File: src/rtl/serial_adder.sv
`default_nettype none
// ============================================================================
//  Module   : serial_adder
//  Brief    : Bit-serial unsigned adder, {Cout,Result} = A + B + Cin, one
//             full-adder stage and a registered carry, WIDTH bits per result.
//  Revision : 1.0 - initial release
// ============================================================================
module serial_adder #(
  parameter int WIDTH = 4
) (
  input  logic             clk,
  input  logic             rst,
  input  logic             start,
  input  logic [WIDTH-1:0] A,
  input  logic [WIDTH-1:0] B,
  input  logic             Cin,
  output logic [WIDTH-1:0] Result,
  output logic             Cout,
  output logic             busy,
  output logic             done
);

  localparam int CW = (WIDTH > 1) ? $clog2(WIDTH) : 1;
  localparam logic [CW-1:0] C_LAST = CW'(WIDTH - 1);
  localparam logic [CW-1:0] C_ONE  = CW'(1);

  typedef enum logic [1:0] {
    S_IDLE  = 2'd0,
    S_SHIFT = 2'd1,
    S_DONE  = 2'd2
  } state_t;

  state_t           r_state;
  logic [WIDTH-1:0] r_a_sh;
  logic [WIDTH-1:0] r_b_sh;
  // Only the upper WIDTH-1 partial-sum bits need storing; the bit produced
  // on the final edge goes straight into Result.
  logic [WIDTH-2:0] r_sum_sh;
  logic             r_carry;
  logic [CW-1:0]    r_count;

  logic             w_sum_bit;
  logic             w_carry_next;
  logic [WIDTH-1:0] w_sum_next;

  assign w_sum_bit    = r_a_sh[0] ^ r_b_sh[0] ^ r_carry;
  assign w_carry_next = (r_a_sh[0] & r_b_sh[0]) |
                        (r_a_sh[0] & r_carry)   |
                        (r_b_sh[0] & r_carry);
  assign w_sum_next   = {w_sum_bit, r_sum_sh};

  always_ff @(posedge clk) begin
    if (rst) begin
      r_state  <= S_IDLE;
      r_a_sh   <= '0;
      r_b_sh   <= '0;
      r_sum_sh <= '0;
      r_carry  <= 1'b0;
      r_count  <= '0;
      Result   <= '0;
      Cout     <= 1'b0;
      busy     <= 1'b0;
      done     <= 1'b0;
    end else begin
      case (r_state)
        S_IDLE, S_DONE: begin
          done <= 1'b0;
          if (start) begin
            r_a_sh   <= A;
            r_b_sh   <= B;
            r_carry  <= Cin;
            r_sum_sh <= '0;
            r_count  <= '0;
            busy     <= 1'b1;
            r_state  <= S_SHIFT;
          end else begin
            busy    <= 1'b0;
            r_state <= S_IDLE;
          end
        end

        S_SHIFT: begin
          r_carry  <= w_carry_next;
          r_a_sh   <= {1'b0, r_a_sh[WIDTH-1:1]};
          r_b_sh   <= {1'b0, r_b_sh[WIDTH-1:1]};
          r_sum_sh <= w_sum_next[WIDTH-1:1];
          if (r_count == C_LAST) begin
            // Publish only the completed sum; count is cleared so it never wraps.
            Result  <= w_sum_next;
            Cout    <= w_carry_next;
            r_count <= '0;
            busy    <= 1'b0;
            done    <= 1'b1;
            r_state <= S_DONE;
          end else begin
            r_count <= r_count + C_ONE;
          end
        end

        default: begin
          busy    <= 1'b0;
          done    <= 1'b0;
          r_state <= S_IDLE;
        end
      endcase
    end
  end

endmodule
`default_nettype wire

File: config.mk
export PLATFORM = sky130hd
export DESIGN_NAME = serial_adder
export DESIGN_NICKNAME = d
export VERILOG_FILES = /design/src/rtl/serial_adder.sv
export SDC_FILE = /design/constraint.sdc
export NUM_CORES = 1
export LEC_CHECK = 0
export CELL_PAD_IN_SITES_DETAIL_PLACEMENT = 0
export CELL_PAD_IN_SITES_GLOBAL_PLACEMENT = 1
export CORE_MARGIN = 5
export CORE_UTILIZATION = 33
export CTS_CLUSTER_SIZE = 12
export DETAILED_ROUTE_END_ITERATION = 16
export PLACE_DENSITY = 0.81
export SLEW_MARGIN = 10
export SYNTH_ARGS = -nofsm -noshare
export SYNTH_HDL_FRONTEND = slang
export SYNTH_SLANG_ARGS = --single-unit
File: constraint.sdc
create_clock -name clk -period 1.2 [get_ports clk]
set_clock_uncertainty 0.1 [all_clocks]
set_input_delay 0.36 -clock clk [delete_from_list [all_inputs] [get_ports clk]]
set_output_delay 0.36 -clock clk [all_outputs]
set_load 0.005 [all_outputs]
Word-level counts from Yosys, hierarchy flattened
Cells that the tools add are included.

storage, ports and cells
  bits of input ports = 12
  logic and storage cells = 47
  register bits after elaboration = 23

operators by class
  mux-type cells = 17
  add/subtract/negate cells = 1
  equality and inequality tests = 5
  bitwise gates (word level) = 8
  reductions and logical operators = 6

operator list
  operator             count
  $pmux 4 s2           2
  $mux 4               2
  $pmux 2 s2           2
  $mux 2               3
  $pmux 3 s2           1
  $eq 2x2->1 const B   2
  $mux 1               4
  $ne 2x2->1 const B   2
  $pmux 1 s2           2
  $reduce_and 2->1     2
  $reduce_or 2->1      2
  $and 1x1->1          3
  $mux 3               1
  $add 2x1->2 const B  1
  $eq 2x1->1 const B   1
  $logic_not 2->1      1
  $or 1x1->1           2
  $reduce_bool 2->1    1
  $xor 1x1->1          2
  $not 1->1            1

Longest topological paths before layout
  word-level depth = 4
  depth in mapped cells = 5
  mapped depth without buffers = 4

Least setup slack after synthesis
Ideal clock, no wire load.

  path kind = reg2reg
  from = register r_count[0]
  to = register r_count[0]
  setup slack = -46 ps
  path buffers = 1
  arrival = 1,081 ps
  cell stages (with the launch flop) = 6
  path through = dfxtp_1 ha_1 clkbuf_1 nor4b_1 a31oi_1 nor2_1

on the way
  longest elaborated chain between the ends = 3

RTL lines
  what                                              RTL line  RTL
  start, declared                                   40        logic [CW-1:0] r_count;
  start signal, assigned                            96        r_count <= r_count + C_ONE;
  $add 2x1->2 / $eq 2x2->1 (equally long branches)  96, 87
  $mux 2 *                                          87        if (r_count == C_LAST) begin
  $pmux 2 s2 *                                      65        case (r_state)

Every way passes the cells marked *; elsewhere a longest branch is shown, timed or not.
A chain may end at the register's enable or synchronous reset.

Worst setup path in the final report
  from = register r_a_sh[0]
  to = register Result[3]

on the way
  longest elaborated chain between the ends = 2

RTL lines
  what                      RTL line  RTL
  start, declared           34        logic [WIDTH-1:0] r_a_sh;
  start signal, assigned    84        r_a_sh <= {1'b0, r_a_sh[WIDTH-1:1]};
  $xor 1x1->1 (2 in a row)  46        assign w_sum_bit = r_a_sh[0] ^ r_b_sh[0] ^ r_carry;
  via w_sum_bit             42        logic w_sum_bit;
  end signal, assigned      89        Result <= w_sum_next;
  end, declared             17        output logic [WIDTH-1:0] Result,

The timed path passes the listed nets, and every way through them passes these cells.

==> metrics.md <==
| Metric | Value |
|---|---|
| Fill cell count | `280` |
| Cell variety after synth | `25` |
| Antenna-violating nets left | `0` |
| Count of routing violations after the opening detailed-route iteration | `17` |
| Multiplexer area fraction after synthesis | `0` |
| Final Hold Vio Count | `0` |
| Crit-path leading delay family | `adder cells` |
| Period utilization | `1.06` |
| Clock Tree Buf Depth | `2` |
| Power per unit of standard cell area | `about 1100 nW/um^2` |
| Worst Tran Pin Value | `~0.21 ns` |
| IR Drop Worst-Case VDD | `just over 700 uV` |
| Core ar. | `approximately 2800 sq um` |
| Worst setup timing slack at the placement stage | `-0.492 ns` |
| Overall routing resource usage | `0.108` |
| CP Launch Type | `register` |
| Die span in x | `~64 um` |
| Worst setup EP type | `register` |
| Commonest register cell after synthesis | `sky130_fd_sc_hd__dfxtp_1` |
| Via/cell ratio | `4.85` |
| Count of flip-flops with a built-in enable after synthesis | `0` |
| Number of nets produced by synthesis | `approximately 130` |
| Xor and xnor area share after synthesis | `0` |
| Ratio of cells with drive above 1 in the final layout | `0.348` |
| Commonest non-fill, non-tap cell in the layout | `sky130_fd_sc_hd__nand2_1` |
| Worst max-slew margin expressed relative to the limit | `0.857` |
| Starting utilization of the core area | `0.348` |
| Final nets | `156` |
| Row cnt | `19` |
| Status | `complete, but fails checks` |
| Number of pins exceeding their max-slew limit in the final report | `0` |
| Leakage Power | `between 0.5 and 0.6 nW` |
| Setup repair after global routing missed its margin | `true` |
| Synth Area in Adders | `0.0336` |
| Data required time of the critical path | `between 1 and 1.5 ns` |
| Hold_buf cts | `0` |
| Number of buffers created by CTS | `3` |
| Gr ovfl total | `0` |
| Bufs and invs on worst path | `0` |
| CTS tree | `built` |
| Share of the core filled with cells in the final layout | `0.490` |
| Floorplan die area | `just over 4000 sq um` |
| Clock Latency Late Sink | `0.30 ns` |
| Total of warnings raised by yosys | `0` |
| Largest net degree at the start of global routing | `24` |
| MaxCap Viol Count | `0` |
| Post-route DRC violation count | `0` |
| Avg Synthesized Cell Area | `~8.7 sq um` |
| Area added between synthesis and finish | `41.0%` |
| Share of flip-flops with an asynchronous set or reset after synthesis | `0` |
| Final worst path period need | `1.27 ns` |
| DRT Wirelength | `slightly above 2000 um` |
| Failing checks | `setup timing` |
| Final setup slack of the worst path | `-0.0675 ns` |
| Commonest cells after routing, fill and taps aside | `24 x sky130_fd_sc_hd__nand2_1, 12 x sky130_fd_sc_hd__dfxtp_2, 12 x sky130_fd_sc_hd__buf_4, 11 x sky130_fd_sc_hd__dfxtp_1` |
| Root buffer cell | `sky130_fd_sc_hd__clkbuf_4` |
| Via count | `835` |
| TNS Setup | `-0.214 ns` |
| Cell type of the slowest stage on the worst timing path | `sky130_fd_sc_hd__fa_1` |
| Critical Path AT | `1.41 ns` |
| Routed WL per cell | `between 10 and 15 um` |
| Highest clock frequency the design can meet | `roughly 0.79 GHz` |
| Fraction of the mapped netlist area in compound gates | `0.146` |
| Level count of the clock H-tree | `1` |
| Critical path class | `reg -> reg` |
| Critical path, cell by cell | `fa_1 > nand3_2 > a21oi_2` |
| Worst hold slack | `around 0.37 ns` |
| Storage element area | `475 sq um` |
| Height of the chip | `around 64 um` |
| Combinational family with the most area after synthesis | `simple AND/OR/NAND/NOR gates` |
| Detailed-routing iteration count for the pre-antenna-repair pass | `4` |
| Fraction of the mapped netlist area in simple logic gates | `0.260` |
| Weighted congestion at the end of routability-driven global placement | `~0.7` |
| Worst Hold Class | `reg -> reg` |
| Initial antenna violation count | `0` |
| Register bit count reported by yosys | `23` |
| Share of the yosys chip area belonging to registers | `0.476` |
| Wire length of the first global-routing pass | `3660 um` |
| Combined area of the multi-input logic cells | `475 sq um` |
| Top Ports | `19` |
| Number of global-route vias before repair | `roughly 850` |
| Peak fanout along the critical path | `2` |
| Detail Placement HPWL | `roughly 1400 um` |
| Sinks on the clock net | `23` |
| Diode count | `0` |
| CP max stage delay | `0.57 ns` |
| Number of I/O port buffers | `18` |
| Cell area after technology mapping | `approximately 970 sq um` |
| Clock slew at the register clock pins of the worst setup and hold paths | `about 0.12 ns` |
| Final count of negative-setup-slack endpoints | `12` |
| Gate count after technology mapping | `approximately 110` |
[cell families (layout without fill, tap and decap cells)]
| group | count (synthesis) | in the layout |
|---|---|---|
| AND/OR/NAND/NOR | 55 | 56 |
| flip-flops | 23 | 23 |
| AO/OA/AOI/OAI | 21 | 21 |
| buffers and inverters | 10 | 39 |
| adder cells (fa/ha/maj) | 2 | 2 |
[registers in the layout, indices dropped and copies added (netlist names)]
signal and flops:
busy 1, r_count 2, r_state 2, r_sum_sh 3, done 1, Result 4, r_b_sh 4, Cout 1
r_carry 1, r_a_sh 4
[Yosys cell counts (2+ instances only)]
| library cell | n | share of area |
|---|---|---|
| sky130_fd_sc_hd__buf_6 | 2 | 0.023 |
| sky130_fd_sc_hd__nor2_1 | 10 | 0.039 |
| sky130_fd_sc_hd__nand2_1 | 24 | 0.093 |
| sky130_fd_sc_hd__dfxtp_1 | 23 | 0.48 |
| sky130_fd_sc_hd__clkbuf_1 | 2 | 0.0078 |
| sky130_fd_sc_hd__buf_4 | 3 | 0.023 |
| sky130_fd_sc_hd__a21oi_1 | 12 | 0.062 |
| sky130_fd_sc_hd__nand3_1 | 11 | 0.057 |
| sky130_fd_sc_hd__nand2b_1 | 2 | 0.013 |
| sky130_fd_sc_hd__nand3b_1 | 2 | 0.016 |
| sky130_fd_sc_hd__a311oi_1 | 6 | 0.054 |
[what timing repair did]
| item | 4_1_cts | 5_1_grt |
|---|---|---|
| buffers inserted | 2 | 1 |
| endpoints found under the setup margin | 23 | 27 |
| pin swaps | 0 | 1 |
| gates cloned | 2 | 0 |
| gates resized for setup | 44 | 10 |
[power breakdown]
group	internal (mW)	switching (mW)
Sequential	0.806	0.0291
Clock	0.129	0.215
Combinational	0.163	0.121
Total	1.10	0.365
[metrics by stage]
stage          power, mW  instance area (sq um)  instances
5_1_grt             1.55                   1360        172
2_1_floorplan      0.998                    975        111
4_1_cts             1.46                   1310        171
3_5_place_dp        1.08                   1230        163
3_3_place_gp        1.08                   1230        163
6_report            1.46                   1360        172
[tightest hold or removal path, stage by stage (launching register included)]
cell	delay, ns
sky130_fd_sc_hd__dfxtp_2	0.34
sky130_fd_sc_hd__nand2_1	0.05
sky130_fd_sc_hd__a21oi_1	0.05
[layout make-up]
type / count / share of cell area
Multi-Input combinational cell: 79 / 0.349
Sequential cell: 23 / 0.349
Clock buffer: 4 / 0.0193
Timing Repair Buffer: 35 / 0.255
Tap cell: 31 / 0.0284
[worst paths after layout]
path                          startpoint  slack [ns]  cells past startpoint                endpoint
setup / recovery  r_a_sh[0]$_SDFFE_PP0P_       -0.07                      3  Result[3]$_SDFFE_PP0P_
hold / removal         Cout$_SDFFE_PP0P_        0.37                      2       Cout$_SDFFE_PP0P_
setup reg to reg  r_a_sh[0]$_SDFFE_PP0P_       -0.07                      3  Result[3]$_SDFFE_PP0P_
hold reg to reg        Cout$_SDFFE_PP0P_        0.37                      2       Cout$_SDFFE_PP0P_
[per-layer routing]
layer	share of wire	track usage
met1	0.45	0.135
met2	0.50	0.181
met3	0.051	0.0263
met4	0	0.0356
met5	0	0
No activity file was read; power rests on OpenSTA's default activity.
